===== src/rtl/comb_bist_ctrl.sv =====
// rtl/comb_bist_ctrl.sv - exhaustive-sweep BIST controller for a combinational DUT; optional MISR via COMB_BIST_MISR_EN
module comb_bist_ctrl #(
    parameter int N_IN   = 3,
    parameter int N_OUT  = 1,
    parameter int SETTLE = 2
) (
    input  logic             clk,
    input  logic             rst,
    input  logic             start,
    output logic [N_IN-1:0]  dut_in,
    input  logic [N_OUT-1:0] dut_out,
    input  logic [N_OUT-1:0] gold_out,
    output logic             busy,
    output logic             done,
    output logic             pass,
    output logic [N_IN:0]    err_count,
    output logic [N_IN-1:0]  first_fail_vec,
    output logic             first_fail_valid
`ifdef COMB_BIST_MISR_EN
    ,
    output logic [15:0]      signature
`endif
);

    localparam int SW = (SETTLE > 1) ? $clog2(SETTLE) : 1;

    localparam logic [1:0] S_IDLE  = 2'd0;
    localparam logic [1:0] S_APPLY = 2'd1;
    localparam logic [1:0] S_DONE  = 2'd2;

    logic [1:0]      state;
    logic [N_IN-1:0] vec;
    logic [SW-1:0]   cnt;
    logic            cmp_edge;
    logic            mismatch;
    logic            last_vec;

    assign cmp_edge = (state == S_APPLY) && (cnt == SW'(SETTLE - 1));
    assign mismatch = (dut_out != gold_out);
    assign last_vec = (vec == {N_IN{1'b1}});

    // dut_in is only driven with the sweep vector while applying; idle/done present zero
    assign dut_in = (state == S_APPLY) ? vec : '0;
    assign busy   = (state == S_APPLY);
    assign done   = (state == S_DONE);
    assign pass   = done && (err_count == '0);

    always_ff @(posedge clk) begin
        if (rst) begin
            state            <= S_IDLE;
            vec              <= '0;
            cnt              <= '0;
            err_count        <= '0;
            first_fail_vec   <= '0;
            first_fail_valid <= 1'b0;
        end else begin
            case (state)
                S_IDLE, S_DONE: begin
                    if (start) begin
                        state            <= S_APPLY;
                        vec              <= '0;
                        cnt              <= '0;
                        err_count        <= '0;
                        first_fail_vec   <= '0;
                        first_fail_valid <= 1'b0;
                    end
                end
                S_APPLY: begin
                    if (cmp_edge) begin
                        if (mismatch) begin
                            err_count <= err_count + 1'b1;
                            if (!first_fail_valid) begin
                                first_fail_vec   <= vec;
                                first_fail_valid <= 1'b1;
                            end
                        end
                        cnt <= '0;
                        if (last_vec) begin
                            state <= S_DONE;
                            vec   <= '0;
                        end else begin
                            vec <= vec + 1'b1;
                        end
                    end else begin
                        cnt <= cnt + 1'b1;
                    end
                end
                default: begin
                    state <= S_IDLE;
                    vec   <= '0;
                    cnt   <= '0;
                end
            endcase
        end
    end

`ifdef COMB_BIST_MISR_EN
    logic [15:0] misr_in;
    assign misr_in = 16'(dut_out);

    always_ff @(posedge clk) begin
        if (rst) begin
            signature <= '0;
        end else if ((state == S_IDLE || state == S_DONE) && start) begin
            signature <= '0;
        end else if (cmp_edge) begin
            signature <= ({signature[14:0], 1'b0} ^ (signature[15] ? 16'h1021 : 16'h0000)) ^ misr_in;
        end
    end
`endif

endmodule


===== config.mk =====
export PLATFORM = sky130hd
export DESIGN_NAME = comb_bist_ctrl
export DESIGN_NICKNAME = d
export VERILOG_FILES = /design/src/rtl/comb_bist_ctrl.sv
export SDC_FILE = /design/constraint.sdc
export NUM_CORES = 1
export LEC_CHECK = 0
export CAP_MARGIN = 20
export CELL_PAD_IN_SITES_DETAIL_PLACEMENT = 0
export CELL_PAD_IN_SITES_GLOBAL_PLACEMENT = 1
export CORE_AREA = 2 2 52 54
export CTS_CLUSTER_SIZE = 24
export DETAILED_ROUTE_END_ITERATION = 7
export DIE_AREA = 0 0 54 56
export GPL_ROUTABILITY_DRIVEN = 0
export HOLD_SLACK_MARGIN = 0.15
export PLACE_DENSITY = 0.72
export RECOVER_POWER = 50
export SLEW_MARGIN = 20
export SYNTH_ARGS = -nofsm -noshare
export SYNTH_HDL_FRONTEND = slang
export SYNTH_SLANG_ARGS = --single-unit

===== constraint.sdc =====
create_clock -name clk -period 2.4 [get_ports clk]
set_input_delay 0.48 -clock clk [delete_from_list [all_inputs] [get_ports clk]]
set_output_delay 0.48 -clock clk [all_outputs]
set_load 0.02 [all_outputs]

==> results of run 1 <==
-- sequential cells by signal, indices dropped and copies added (netlist names) --
signal,count
first_fail_valid,1
cnt,1
first_fail_vec,3
err_count,4
vec,3
state,2
-- report_power, final --
part	switching, mW	total, mW	internal (mW)
clock network	0.0821	0.175	0.0925
registers	0.00667	0.242	0.236
logic	0.0306	0.0487	0.0181
total	0.119	0.466	0.346
-- worst reg2reg max path: stages (launching register included) --
cell      delay [ns]
dfxtp_1         0.49
nand3b_4        0.18
or4_1           0.52
a31oi_1         0.14
-- final cells by class --
class	instances	area, µm²	area share [%]
Timing Repair Buffer	18	180.2	18.82
Multi-Input combinational cell	59	404.1	42.22
Inverter	5	18.77	1.961
Sequential cell	14	280.3	29.28
Clock buffer	4	36.28	3.791
Tap cell	30	37.54	3.922
-- how the worst min path moves through the flow --
| stage | end | slack, ns |
|---|---|---|
| after global routing | first_fail_vec[1] | 0.54 |
| after floorplan | first_fail_vec[2] | 0.47 |
| after detailed placement | first_fail_vec[0] | 0.49 |
| final | first_fail_vec[1] | 0.50 |
| after CTS | first_fail_vec[0] | 0.51 |
| after global placement | first_fail_vec[0] | 0.48 |
-- cell usage in the layout (no fill, tap or decap), types with 2 or more instances in the layout --
master	count
clkdlybuf4s50_1	16
nand2_1	4
dlygate4sd3_1	2
inv_1	5
or4_1	2
o211ai_1	3
nand4_1	5
a21oi_1	11
nand3_1	2
o311ai_0	4
nor2_1	5
and2_1	3
clkbuf_4	3
o21ai_0	3
dfxtp_1	14
ha_1	4
-- metal layers --
metal,wire (µm),up-vias,GRT usage [%]
li1,-,340,-
met1,838,318,18.46
met2,722,18,16.72
met3,100,2,5.914
met4,21,0,5.357
met5,0,-,0
-- cell families after synthesis --
logic type               count (synthesis)  share of synthesized area, %
XOR/XNOR                                 2                         2.448
adder cells (fa/ha/maj)                  4                         6.993
buffers and inverters                   10                         5.419
flip-flops                              14                         39.16
AND/OR/NAND/NOR                         29                         25.00
AO/OA/AOI/OAI                           24                         20.98
-- per-stage QoR --
step | worst slack, ns | instance area (µm²) | hold slack [ns] | utilization (%) | instances
after global routing | 0.03591 | 957.2 | 0.5403 | 39.35 | 130
after global placement | 0.3199 | 913.4 | 0.4848 | 37.55 | 126
after floorplan | 0.7624 | 715.7 | 0.4687 | - | 83
final | 0.1709 | 957.2 | 0.5029 | 39.35 | 130
after detailed placement | 0.2878 | 913.4 | 0.4925 | 37.55 | 126
after CTS | 0.07276 | 952.2 | 0.5060 | 39.15 | 130
-- what timing repair did --
item / in CTS / in global routing
buffers inserted: 0 / 0
setup endpoints to repair: 3 / 3
hold buffers: 0 / 0
gates resized for setup: 1 / 1
==> impl_metrics.tcl, run 1 <==
set metrics [dict create \
    tns_ns 0 \
    min_period_ns 2.229 \
    die_w_um 54 \
    cp.depth 3 \
    hold_viol 0 \
    n_antenna_cell 0 \
    skew_ns 0.006613 \
    grt_max_degree 15 \
    h-tree-depth 1 \
    crit_end "dut_in[1]" \
    numPortBuffers 18 \
    max-cap-violations 0 \
    r2r-end "err_count[3]" \
    insertion_delay_ns 0.29 \
    fmax_mhz 448.6 \
    start_util_pct 29.42 \
    p_leak_nw 0.3532 \
    startpoint "state[0]" \
    clk_pin_slew_worst_paths_ns 0.09 \
    post_drt_via_cell_ratio 5.215 \
    rows 18 \
    worst_setup_path_start_kind "register" \
    synthesis.area_um2 715.7 \
    syn-instance-count 83 \
    critPathArrivalTime_ns 1.75 \
    report.final.setup_viol 0 \
    period_share_pct 92.88 \
    die_area_mm2 0.003024 \
    netlist.area_leader.share_pct 39.16 \
    r2r-start "cnt" \
    synth.avg_cell_area_um2 8.623 \
    yosysMostFrequentCell "dfxtp_1" \
    synth_common_cells "dfxtp_1 (14), a21oi_1 (11), inv_1 (5), nand4_1 (5), nor2_1 (5)" \
    synth_ff_type "dfxtp_1" \
    synth-seq-cells 14 \
    synth-edff-count 0 \
    cp.buffers_inverters 1 \
    routed_wl_mm 1.682 \
    rrSetupSlack_ns 1.00 \
    end_kind "primary output" \
    die_h_um 56 \
    powerDensity_mw_per_mm2 486.6 \
    crit_family "buffers and inverters" \
    total_power_uw 465.8 \
    critPathMaxStageDelay_ns 0.59 \
    syn_nets 92 \
    ys_warn_count 0 \
    worstSetupPathType "reg -> out" \
    dp_hpwl_mm 1.205 \
    grt_pass1_wl_mm 2.884 \
    worst_pin_slew_ns 0.6553 \
    grt.overflow.total 0 \
    cts_made_buffers 3 \
    final_nets 110 \
    first_pass_iters 4 \
    yosysTopAreaCell "dfxtp_1" \
    cts_root_buf "clkbuf_4" \
    ys_seq_area_share_pct 39.16 \
    hp-class "reg -> reg" \
    synth_area_leaders "dfxtp_1 (39%), a21oi_1 (7.7%), ha_1 (7.0%), o311ai_0 (4.9%), nand4_1 (4.4%)" \
    antenna_left 0 \
    hold_start "first_fail_vec[1]" \
    core_area_mm2 0.002432 \
    vias 678 \
    area_delta_synth_final_pct 33.74 \
    critical_path_peak_fanout 7 \
    max_slew_margin_pct 56.00 \
    grt_antenna_before_repair 0 \
    synth_cell_types 28 \
    report.final.slew_viol_count 0 \
    avgRoutedWirePerCell_um 12.94 \
    io_pins 19 \
    drt_iter0_drc 5 \
    grt_pass1_vias 617 \
    track_usage_pct 13.04 \
    rsz0062_at_grt "no" \
    status "completed" \
    cts_sinks 14 \
    hold-path-cell-count 2 \
    n_fill_cell 255 \
    drc_errors 0 \
    rr_worst_depth 3 \
    path_cells "nor2b_4 -> and2_1 -> clkdlybuf4s50_1" \
    required_ns 1.92 \
    slowest_stage "clkdlybuf4s50_1" \
    cts_buffer_depth 2 \
    drive_gt1_share_pct 7.000 \
    async_flop_share_pct 0 \
    max-vdd-ir-drop_v 0.0003497 \
    cts_tree "yes" \
]
No activity file was read; power rests on OpenSTA's default activity.
==> run 2: changes to the inputs <==
Settings changed: SLEW_MARGIN 20 to default.
Clock period 2.4 ns to 2.5 ns, I/O delays scaled along.
==> run 2 against run 1 <==
- critical path depth is the same
- global-route usage down 0.83 points
- final area down 2.0%
- count of clock-buffer cells in the layout down 1
- first-iteration DRC count increased by 60%
- cell count shrank 0.77%
- die area did not move
- total power shrank 13%
- clock power is 27% lower
- clock skew hardly changed
- via count grew 0.15%
- worst setup slack improved by 0.0039 ns
- largest power group unchanged
==> impl_metrics.tcl, run 2 (same netlist as run 1, synthesis figures left out) <==
set metrics [dict create \
    stdcell_count 129 \
    rsz0062_at_grt "no" \
    die_area_mm2 0.003024 \
    numPortBuffers 18 \
    p_sw_uw 106.7 \
    h-tree-depth 1 \
    rr_worst_depth 3 \
    max_slew_margin_pct 56.23 \
    setup_slack_ns 0.1747 \
    post-place-ws_ns 0.3776 \
    max-cap-violations 0 \
    combPwrFrac_pct 11.2 \
    power.share.sequential_pct 57.4 \
    largest_reg_flops 4 \
    skew_ns 0.006585 \
    crit_end "dut_in[1]" \
    place_area_um2 913.4 \
    hp-class "reg -> reg" \
    die_h_um 56 \
    routed_wl_mm 1.653 \
    dp_hpwl_mm 1.166 \
    grt_pass1_wl_mm 2.697 \
    final_cell_area_um2 938.4 \
    cts_made_buffers 3 \
    vias 679 \
    clk_pin_slew_worst_paths_ns 0.08 \
    period_share_pct 93.01 \
    critical_path_peak_fanout 7 \
    cts_root_buf "clkbuf_4" \
    worst_setup_path_start_kind "register" \
    grt_antenna_before_repair 0 \
    fmax_mhz 430.1 \
    powerDensity_mw_per_mm2 431.9 \
    first_pass_iters 4 \
    cp.buffers_inverters 1 \
    end_kind "primary output" \
    final_core_util_pct 38.58 \
    startpoint "state[0]" \
    path_cells "nor2b_2 -> and2_1 -> clkdlybuf4s50_1" \
    insertion_delay_ns 0.28 \
    report.final.setup_viol 0 \
    start_util_pct 29.42 \
    crit_family "buffers and inverters" \
    tns_ns 0 \
    avgRoutedWirePerCell_um 12.81 \
    max-vdd-ir-drop_v 0.0003172 \
    grt_max_degree 15 \
    antenna_left 0 \
    grt.overflow.total 0 \
    top_regs "err_count (4), first_fail_vec (3), vec (3)" \
    r2r-end "err_count[3]" \
    io_pins 19 \
    worst_pin_slew_ns 0.6519 \
    die_w_um 54 \
    min_period_ns 2.325 \
    internal_power_uw 298.6 \
    area_delta_synth_final_pct 31.12 \
    status "completed" \
    final_cell_mix "dfxtp_1 (14), clkdlybuf4s50_1 (14), a21oi_1 (11)" \
    p_leak_nw 0.3507 \
    switching_share_pct 26.32 \
    rrSetupSlack_ns 1.10 \
    largest-register "err_count" \
    r2r-start "cnt" \
    required_ns 2.00 \
    critPathArrivalTime_ns 1.83 \
    placed_cells 126 \
    n_antenna_cell 0 \
    grt_pass1_vias 582 \
    pwr-share-clk_pct 31.4 \
    rows 18 \
    worstSetupPathType "reg -> out" \
    drive_gt1_share_pct 6.061 \
    core_area_mm2 0.002432 \
    total_power_uw 405.3 \
    cts_buffer_depth 2 \
    post_drt_via_cell_ratio 5.264 \
    track_usage_pct 12.21 \
    hold_viol 0 \
    final_nets 110 \
    drc_errors 0 \
    fin_hold_ws_ns 0.4962 \
    cts_sinks 14 \
    cts_tree "yes" \
    cp.depth 3 \
    report.final.slew_viol_count 0 \
    slowest_stage "clkdlybuf4s50_1" \
    critPathMaxStageDelay_ns 0.60 \
    drt_iter0_drc 8 \
]
==> run 2: changes by cell type in the layout (fill, tap and decap cells not counted) <==
cell,change
nor2b_4,-1
dlygate4sd3_1,+2
clkdlybuf4s50_1,-2
nor2b_2,+1
clkbuf_8,-1
==> run 2: final cells by class <==
type / instances / area, µm²
multi-input cells: 59 / 399.1
fillers: 248 / 1494
well taps: 30 / 37.54
repair buffers: 18 / 180.2
inverters: 5 / 18.77
flip-flops and latches: 14 / 280.3
clock buffers: 3 / 22.52
==> run 2: worst min-delay path by stage <==
stage | slack (ns) | end | from | cells after the start
global route | 0.54 | first_fail_vec[1] | first_fail_vec[1] | 2
finish | 0.50 | first_fail_vec[1] | first_fail_vec[1] | 2
global placement | 0.49 | first_fail_vec[0] | first_fail_vec[0] | 2
CTS | 0.51 | first_fail_vec[0] | first_fail_vec[0] | 2
detailed placement | 0.49 | first_fail_vec[2] | first_fail_vec[2] | 2
floorplan | 0.47 | first_fail_vec[2] | vec[2] | 2
==> run 2: per-layer routing <==
| metal | part of all wire, % | up-vias | GRT usage [%] | wire length, µm |
|---|---|---|---|---|
| met1 | 50 | 318 | 17.57 | 828 |
| met5 | 0 | - | 0 | 0 |
| met4 | 1.1 | 0 | 3.214 | 19 |
| met3 | 7.0 | 2 | 5.914 | 115 |
| li1 | - | 341 | - | - |
| met2 | 42 | 18 | 16.03 | 689 |
==> run 2: repair_timing <==
| item | in CTS | in global routing |
|---|---|---|
| hold buffers | 0 | 0 |
| setup buffers | 0 | 0 |
| endpoints found under the setup margin | 0 | 3 |
| endpoints found under the hold margin | 0 | 0 |
| gates resized for setup | 0 | 1 |
==> run 2: power groups by stage <==
stage                     combinational, mW  sequential (mW)  clock, mW
after floorplan                      0.0294            0.235          0
after global placement               0.0456            0.238          0
after detailed placement             0.0455            0.238          0
after CTS                            0.0453            0.232      0.131
after global routing                 0.0498            0.234      0.139
final                                0.0454            0.233      0.127
==> run 2: worst register-to-register path: stages (launching register included) <==
cell and delay (ns):
dfxtp_1 0.49, nand3b_4 0.18, or4_1 0.53, a31oi_1 0.14
==> run 3: changes to the inputs <==
Settings changed: CORE_AREA 2 2 52 54 to 2 2 51 53, DIE_AREA 0 0 54 56 to 0 0 53 55, PLACE_DENSITY 0.72 to 0.75.
==> run 3 against run 2 <==
- total power rose by 8.8%
- via count fell by 1.3%
- register-to-register slack barely moved
==> impl_metrics.tcl, run 3 (same netlist as run 1, synthesis figures left out) <==
set metrics [dict create \
    insertion_delay_ns 0.27 \
    vias 670 \
    min_to "first_fail_vec[1]" \
    slowest_stage "clkdlybuf4s50_1" \
    hp-class "reg -> reg" \
    min_period_ns 2.316 \
    period_share_pct 92.65 \
    max_slew_margin_pct 54.03 \
    r2r-start "cnt" \
    drt_iter0_drc 7 \
    max-vdd-ir-drop_v 0.0002356 \
    gr-usage-met1_pct 16.04 \
    crit_family "buffers and inverters" \
    cts_setup_buffers 0 \
    critical_path_peak_fanout 7 \
    cts_made_buffers 3 \
    worst_pin_slew_ns 0.6846 \
    critPathMaxStageDelay_ns 0.60 \
    cp.depth 3 \
    antenna_left 0 \
    max-cap-violations 0 \
    hold_viol 0 \
    rows 18 \
    final_cell_mix "clkdlybuf4s50_1 (15), dfxtp_1 (14), a21oi_1 (11)" \
    avgRoutedWirePerCell_um 12.70 \
    post-place-ws_ns 0.3662 \
    grt.overflow.total 0 \
    end_kind "primary output" \
    routed_wl_mm 1.651 \
    n_antenna_cell 0 \
    grt_antenna_before_repair 0 \
    clk_pin_slew_worst_paths_ns 0.09 \
    cts_buffer_depth 2 \
    path_cells "nor2b_2 -> and2_1 -> clkdlybuf4s50_1" \
    cts_sinks 14 \
    h-tree-depth 1 \
    met2_usage_pct 21.46 \
    r2r-end "err_count[3]" \
    grt_pass1_vias 629 \
    ctsHoldBuffers 0 \
    hold_start "first_fail_vec[1]" \
    die_h_um 55 \
    critPathArrivalTime_ns 1.82 \
    die_area_mm2 0.002915 \
    area_delta_synth_final_pct 33.04 \
    status "completed" \
    core_area_mm2 0.002365 \
    report.final.setup_viol 0 \
    start_util_pct 30.26 \
    setup_slack_ns 0.1838 \
    p_leak_nw 0.3543 \
    worstSetupPathType "reg -> out" \
    rrSetupSlack_ns 1.10 \
    dp_hpwl_mm 1.190 \
    placed_cells 126 \
    required_ns 2.00 \
    grt_util_met3_pct 2.688 \
    tns_ns 0 \
    stdcell_count 130 \
    cts_root_buf "clkbuf_4" \
    numPortBuffers 18 \
    drc_errors 0 \
    worst_setup_path_start_kind "register" \
    cts_resized 0 \
    n_fill_cell 250 \
    track_usage_pct 12.61 \
    hold-path-cell-count 2 \
    drive_gt1_share_pct 7.000 \
    cp.buffers_inverters 1 \
    skew_ns 0.005818 \
    top_regs "err_count (4), first_fail_vec (3), vec (3)" \
    first_pass_iters 4 \
    powerDensity_mw_per_mm2 463.1 \
    post_drt_via_cell_ratio 5.154 \
    busiest_layer "met2" \
    largest-register "err_count" \
    grt_pass1_wl_mm 2.704 \
    largest_reg_flops 4 \
    rsz0062_at_grt "no" \
    fmax_mhz 431.7 \
    final_nets 110 \
    final_core_util_pct 40.26 \
    report.final.slew_viol_count 0 \
    grt_max_degree 15 \
    rr_worst_depth 3 \
    cts_tree "yes" \
    io_pins 19 \
    final_common_cell "clkdlybuf4s50_1" \
    die_w_um 53 \
]
run 3: area by class of cell:
type | instances | area (µm²) | area share (%)
inverter | 5 | 18.77 | 1.971
multi-input combinational | 59 | 399.1 | 41.92
tap | 30 | 37.54 | 3.942
sequential | 14 | 280.3 | 29.43
clock buffer | 4 | 36.28 | 3.811
timing repair buffer | 18 | 180.2 | 18.92
run 3: metal layers:
metal  routed length [µm]  up-vias
met5                    0        -
met4                   10        0
met3                   73        2
met2                  769       13
met1                  798      313
li1                     -      342
run 3: how the worst max path moves through the flow:
stage	start	to	slack, ns
2_1_floorplan	state[0]	dut_in[0]	0.84
4_1_cts	state[0]	dut_in[2]	0.04
6_report	state[0]	dut_in[2]	0.18
3_3_place_gp	state[0]	dut_in[1]	0.39
3_5_place_dp	state[0]	dut_in[2]	0.37
5_1_grt	state[0]	dut_in[2]	0.07
run 3: through the flow:
stage | area, µm² | hold slack (ns) | power (mW)
5_1_grt | 952.2 | 0.5378 | 0.4594
4_1_cts | 949.7 | 0.5121 | 0.4461
3_5_place_dp | 913.4 | 0.4917 | 0.2840
2_1_floorplan | 715.7 | 0.4687 | 0.2647
6_report | 952.2 | 0.5080 | 0.4409
3_3_place_gp | 913.4 | 0.4927 | 0.2829
run 3: tightest hold or removal path: stages (launching register included):
cell and delay (ns):
dfxtp_1 0.32, o311ai_0 0.08, a21oi_1 0.07
run 3: where the power goes:
part	leakage (nW)	switching [mW]	internal, mW	total, mW
combinational	0.220	0.0294	0.0164	0.0459
sequential	0.113	0.00630	0.226	0.233
clock	0.0210	0.0739	0.0884	0.162
